## src/rtl/reg_cmd_ctrl.sv

```systemverilog
// reg_cmd_ctrl: byte-stream command decoder driving a register file.
//   0xAA <addr> <data>  -> register write (one-cycle WrEn)
//   0xBB <addr>         -> register read (one-cycle RdEn), the read byte is
//                          returned to the transmitter via TX_D_VLD/TX_RDY
// Unknown command bytes, and bytes arriving while a read is in flight,
// produce a one-cycle ERR pulse.
// Optional build macro REG_CMD_TIMEOUT_EN adds an 8-bit inactivity counter
// that abandons a stalled frame; without it the frame states wait forever.
module reg_cmd_ctrl #(
    parameter int WIDTH = 8,
    parameter int ADDR  = 4
) (
    input  logic             CLK,
    input  logic             RST,
    input  logic [WIDTH-1:0] RX_P_DATA,
    input  logic             RX_D_VLD,
    input  logic [WIDTH-1:0] RdData,
    input  logic             RdData_VLD,
    input  logic             TX_RDY,
    output logic [ADDR-1:0]  Address,
    output logic [WIDTH-1:0] WrData,
    output logic             WrEn,
    output logic             RdEn,
    output logic [WIDTH-1:0] TX_P_DATA,
    output logic             TX_D_VLD,
    output logic             ERR
);

    localparam logic [WIDTH-1:0] CMD_WR = WIDTH'(8'hAA);
    localparam logic [WIDTH-1:0] CMD_RD = WIDTH'(8'hBB);

    typedef enum logic [2:0] {
        IDLE,
        WR_ADDR,
        WR_DATA,
        RD_ADDR,
        RD_WAIT,
        TX_SEND
    } state_t;

    state_t             state_q, state_d;
    logic [ADDR-1:0]    addr_q, addr_d;
    logic [WIDTH-1:0]   wrdata_q, wrdata_d;
    logic               wren_q, wren_d;
    logic               rden_q, rden_d;
    logic [WIDTH-1:0]   txdata_q, txdata_d;
    logic               txvld_q, txvld_d;
    logic               err_q, err_d;

`ifdef REG_CMD_TIMEOUT_EN
    logic [7:0]         tmo_q, tmo_d;
    logic               wait_state;
    logic               tmo_hit;

    // Timeout only applies while a frame is waiting for its next input;
    // a byte or read response arriving in the expiry cycle takes priority.
    assign wait_state = (state_q == WR_ADDR) || (state_q == WR_DATA) ||
                        (state_q == RD_ADDR) || (state_q == RD_WAIT);
    assign tmo_hit    = wait_state && (tmo_q == 8'hFF) && !RX_D_VLD &&
                        !((state_q == RD_WAIT) && RdData_VLD);
`endif

    // Next-state and registered-output computation.
    always_comb begin
        state_d  = state_q;
        addr_d   = addr_q;
        wrdata_d = wrdata_q;
        wren_d   = 1'b0;
        rden_d   = 1'b0;
        txdata_d = txdata_q;
        txvld_d  = txvld_q;
        err_d    = 1'b0;

        case (state_q)
            IDLE: begin
                if (RX_D_VLD) begin
                    if (RX_P_DATA == CMD_WR) begin
                        state_d = WR_ADDR;
                    end else if (RX_P_DATA == CMD_RD) begin
                        state_d = RD_ADDR;
                    end else begin
                        err_d = 1'b1;
                    end
                end
            end
            WR_ADDR: begin
                if (RX_D_VLD) begin
                    addr_d  = RX_P_DATA[ADDR-1:0];
                    state_d = WR_DATA;
                end
            end
            WR_DATA: begin
                if (RX_D_VLD) begin
                    wrdata_d = RX_P_DATA;
                    wren_d   = 1'b1;
                    state_d  = IDLE;
                end
            end
            RD_ADDR: begin
                if (RX_D_VLD) begin
                    addr_d  = RX_P_DATA[ADDR-1:0];
                    rden_d  = 1'b1;
                    state_d = RD_WAIT;
                end
            end
            RD_WAIT: begin
                if (RX_D_VLD) begin
                    err_d = 1'b1;
                end
                if (RdData_VLD) begin
                    txdata_d = RdData;
                    txvld_d  = 1'b1;
                    state_d  = TX_SEND;
                end
            end
            TX_SEND: begin
                if (RX_D_VLD) begin
                    err_d = 1'b1;
                end
                if (TX_RDY) begin
                    txvld_d = 1'b0;
                    state_d = IDLE;
                end
            end
            default: begin
                txvld_d = 1'b0;
                state_d = IDLE;
            end
        endcase

`ifdef REG_CMD_TIMEOUT_EN
        if (tmo_hit) begin
            state_d = IDLE;
            err_d   = 1'b1;
        end
`endif
    end

`ifdef REG_CMD_TIMEOUT_EN
    // Inactivity counter: restarts on every state change and every received
    // byte, saturates at 255 so it cannot wrap while idle.
    always_comb begin
        tmo_d = tmo_q;
        if ((state_d != state_q) || RX_D_VLD) begin
            tmo_d = '0;
        end else if (tmo_q != 8'hFF) begin
            tmo_d = tmo_q + 8'd1;
        end
    end

    // Timeout counter register with synchronous reset.
    always_ff @(posedge CLK) begin
        if (RST) begin
            tmo_q <= '0;
        end else begin
            tmo_q <= tmo_d;
        end
    end
`endif

    // State and output registers with synchronous active-high reset.
    always_ff @(posedge CLK) begin
        if (RST) begin
            state_q  <= IDLE;
            addr_q   <= '0;
            wrdata_q <= '0;
            wren_q   <= 1'b0;
            rden_q   <= 1'b0;
            txdata_q <= '0;
            txvld_q  <= 1'b0;
            err_q    <= 1'b0;
        end else begin
            state_q  <= state_d;
            addr_q   <= addr_d;
            wrdata_q <= wrdata_d;
            wren_q   <= wren_d;
            rden_q   <= rden_d;
            txdata_q <= txdata_d;
            txvld_q  <= txvld_d;
            err_q    <= err_d;
        end
    end

    // Write and read strobes are mutually exclusive by construction.
    assert property (@(posedge CLK) !(wren_q && rden_q));

    assign Address   = addr_q;
    assign WrData    = wrdata_q;
    assign WrEn      = wren_q;
    assign RdEn      = rden_q;
    assign TX_P_DATA = txdata_q;
    assign TX_D_VLD  = txvld_q;
    assign ERR       = err_q;

endmodule

```

## config.mk

```make
export PLATFORM = sky130hd
export DESIGN_NAME = reg_cmd_ctrl
export DESIGN_NICKNAME = d
export VERILOG_FILES = /design/src/rtl/reg_cmd_ctrl.sv
export SDC_FILE = /design/constraint.sdc
export NUM_CORES = 1
export LEC_CHECK = 0
export ABC_AREA = 1
export CORE_MARGIN = 5
export CORE_UTILIZATION = 23
export CTS_BUF_LIST = sky130_fd_sc_hd__clkbuf_16
export CTS_CLUSTER_SIZE = 25
export DETAILED_ROUTE_END_ITERATION = 6
export GPL_ROUTABILITY_DRIVEN = 1
export PLACE_DENSITY = 0.48
export SLEW_MARGIN = 20
export SYNTH_ARGS = -nofsm -noshare
export SYNTH_HDL_FRONTEND = slang
export SYNTH_SLANG_ARGS = --single-unit
```

## constraint.sdc

```tcl
create_clock -name CLK -period 2.4 [get_ports CLK]
set_clock_uncertainty 0.05 [all_clocks]
set_input_delay 0.72 -clock CLK [delete_from_list [all_inputs] [get_ports CLK]]
set_output_delay 0.72 -clock CLK [all_outputs]
set_load 0.01 [all_outputs]
```

==> metrics.md <==
| Metric | Value |
|---|---|
| Status | `completed` |
| Critical path origin | `WrData[4]` |
| Post-synth EDFFs | `0` |
| Sequential element share of the synthesized area | `47.7%` |
| P_leak | `approximately 0.68 nW` |
| Fmax | `~510 MHz` |
| FF-to-FF setup slack | `between 1000 and 1500 ps` |
| Syn avg cell area | `just under 8 µm²` |
| Antenna viol nets, final | `0` |
| Sw frac | `between 30% and 40%` |
| P_sw | `about 0.00048 W` |
| Std cell rows | `25` |
| Worst path bufs/invs | `1` |
| Core Box Area | `about 4800 µm²` |
| Fillers | `approximately 510` |
| RSZ-0062 raised after global routing | `no` |
| Post-Synth XOR/XNOR Area | `0%` |
| Adder-Cell Fraction of Synth Area | `0%` |
| Dominant cells by area after synthesis | `dfxtp_1 48%, nand2_1 9.3%, nor2_1 7.6%, a21oi_1 7.1%, o21ai_0 5.3%` |
| Diode count | `0` |
| Most frequent cells after synthesis | `28 x nand2_1, 27 x dfxtp_1, 23 x nor2_1` |
| Total GRT Usage | `9.54%` |
| Die width | `approximately 80 µm` |
| Worst Setup End Kind | `output port` |
| Maximum vdd ir drop | `0.000335 V` |
| Final wirelength | `slightly below 3 mm` |
| Min-delay worst type | `flop to flop` |
| Tmin final | `1950 ps` |
| Post-synthesis compound-gate area fraction | `between 10% and 20%` |
| Number of vias per cell | `between 4 and 5` |
| Number of global-route vias before repair | `~1.1k` |
| Sequential power share | `between 30% and 40%` |
| Placed cells | `around 260` |
| RD Place Congestion | `slightly below 0.8` |
| Die height | `80.2 µm` |
| Post-CTS sizing | `0` |
| CP top delay family | `buffers and inverters` |
| Post-synthesis cell count | `between 100 and 150` |
| Cts hold-fix bufs | `0` |
| Gate power share | `between 30% and 40%` |
| Yosys reg bits | `27` |
| Mux share of post-synthesis cell area | `0%` |
| Yosys warning total | `0` |
| Critical path startpoint category | `flop` |
| Met1 GRT Util | `~11%` |
| Initial antenna violation count | `0` |
| Worst-path clk slew | `70 ps` |
| Final Slew Violations | `0` |
| Min-delay src | `TX_P_DATA[5]` |
| Top-count cell post-synth | `nand2_1` |
| Critical path arrival | `~1200 ps` |
| CTS root buf | `clkbuf_16` |
| Distinct cell type count after synthesis | `20` |
| Vias | `between 1k and 1.5k` |
| CP required | `1630 ps` |
| Gr ovfl total | `0` |
| Residual DRC count | `0` |
| Die Area | `about 6400 µm²` |
| Sequential Area | `roughly 540 µm²` |
| Clock sink total | `27` |
| Power Internal | `just under 0.001 W` |
| Ports | `between 40 and 50` |
| Met2 Use GR | `between 10% and 20%` |
| CTS tree | `yes` |
| Crit path max fanout | `2` |
| Total power per unit cell area | `842 nW/µm²` |
| Max stage delay on crit path | `560 ps` |
| Max-cap violation count | `0` |
| Drt wl/cell | `about 11 µm` |
| Main flop type after synthesis | `dfxtp_1` |
| Post-DP HPWL | `about 2.4 mm` |
| Post-synth top area cell | `dfxtp_1` |
| Share of cells above drive strength 1 | `12.0%` |
| Post-route cell area | `between 1500 and 2000 µm²` |
| Finished Layout Cells | `about 260` |
| Starting DRT DRC Count | `just under 70` |
| Final hold vios | `0` |
| First-pass GRT wire length | `about 4.8 mm` |
| DR pass1 iterations | `4` |
| Period utilization | `~80%` |
| Slowest cell on crit path | `clkdlybuf4s50_1` |
| GRT busiest layer | `met2` |
| Endpoints failing setup | `0` |
| CTS H-tree depth | `1` |
| CTS Buffer Depth | `2` |
| Ys async rst share | `0%` |
| PortBufs | `44` |
| CTS Buf Count | `3` |
| Largest net degree at the start of global routing | `17` |
| Max transition margin | `slightly above 70%` |
| Met3 Resource Use GR | `4.26%` |
| Reg-to-Reg Start | `state_q[0]` |
| Synth Cell Area | `roughly 1100 µm²` |
| Fin util | `between 30% and 40%` |
| Top cell type's share of synthesized area | `47.7%` |
| TNS Setup | `0 ps` |
| Worst-margin pin slew | `roughly 430 ps` |
| Clk network pwr share | `25.7%` |
| WS Path Type | `flop to output port` |
| Largest family of logic cells by synthesized area | `simple AND/OR/NAND/NOR gates` |
| Area grow syn2layout | `51.7%` |
| Area of the multi-input gates | `approximately 520 µm²` |
| Initial Util | `about a quarter` |
| Post-Synth Simple-Gate Area | `31.2%` |
| Crit path cell chain | `clkdlybuf4s50_1` |
| Placed instance area | `~1600 µm²` |
| Syn_nets | `about 170` |
| Nets | `between 200 and 250` |
| Worst-Skew Late Latency | `250 ps` |
| Post-CTS Setup Inserts | `0` |
layer usage:
metal	vias up	wire length (µm)
met5	-	0
met4	0	20
met3	2	193
met2	27	1420
met1	482	1320
li1	565	-
through the flow:
stage,hold slack (ps),power [W],worst slack (ps)
finish,415,0.00145,455
global route,433,0.00156,400
CTS,420,0.00148,434
detailed placement,410,0.00109,313
global placement,397,0.00109,355
floorplan,420,0.000899,853
flip-flops by register name, indices dropped and copies added, names as in the netlist:
signal     cells
WrEn           1
RdEn           1
TX_D_VLD       1
WrData         8
TX_P_DATA      8
ERR            1
Address        4
state_q        3
final cells by class:
type | instances | share of cell area, %
sequential | 27 | 31.4
multi-input combinational | 104 | 30.1
timing repair buffer | 46 | 26.5
tap | 67 | 4.88
clock buffer | 3 | 4.37
inverter | 11 | 2.40
clock inverter | 1 | 0.291
power groups by stage:
stage	clock [W]	sequential [W]	combinational, W
3_5_place_dp	0	0.000580	0.000511
2_1_floorplan	0	0.000598	0.000301
3_3_place_gp	0	0.000580	0.000509
6_report	0.000372	0.000570	0.000506
4_1_cts	0.000391	0.000571	0.000513
5_1_grt	0.000413	0.000581	0.000562
worst paths after layout:
kind / to / cells after the start
max: WrData[4] / 1
max reg2reg: state_q[2] / 7
min reg2reg: TX_P_DATA[5] / 2
min: TX_P_DATA[5] / 2
cell families (layout without fill, tap and decap cells):
family / after synthesis / in the layout
AOI/OAI and AO/OA: 31 / 31
buffers and inverters: 15 / 61
DFF: 27 / 27
and+or+nand+nor: 73 / 73
placed cells by master, fill, tap and decap left out:
| cell type | n |
|---|---|
| a21oi_1 | 16 |
| a31oi_1 | 1 |
| buf_4 | 2 |
| clkbuf_16 | 3 |
| clkdlybuf4s50_1 | 44 |
| clkinv_2 | 1 |
| dfxtp_1 | 27 |
| inv_1 | 7 |
| inv_2 | 4 |
| nand2_1 | 28 |
| nand2_4 | 2 |
| nand3_1 | 9 |
| nand3_2 | 2 |
| nand3b_1 | 1 |
| nor2_1 | 23 |
| nor2_2 | 5 |
| nor2_8 | 1 |
| nor3_2 | 1 |
| o21ai_0 | 12 |
| o21ai_2 | 2 |
| or2_1 | 1 |
No activity file was read; power rests on OpenSTA's default activity.
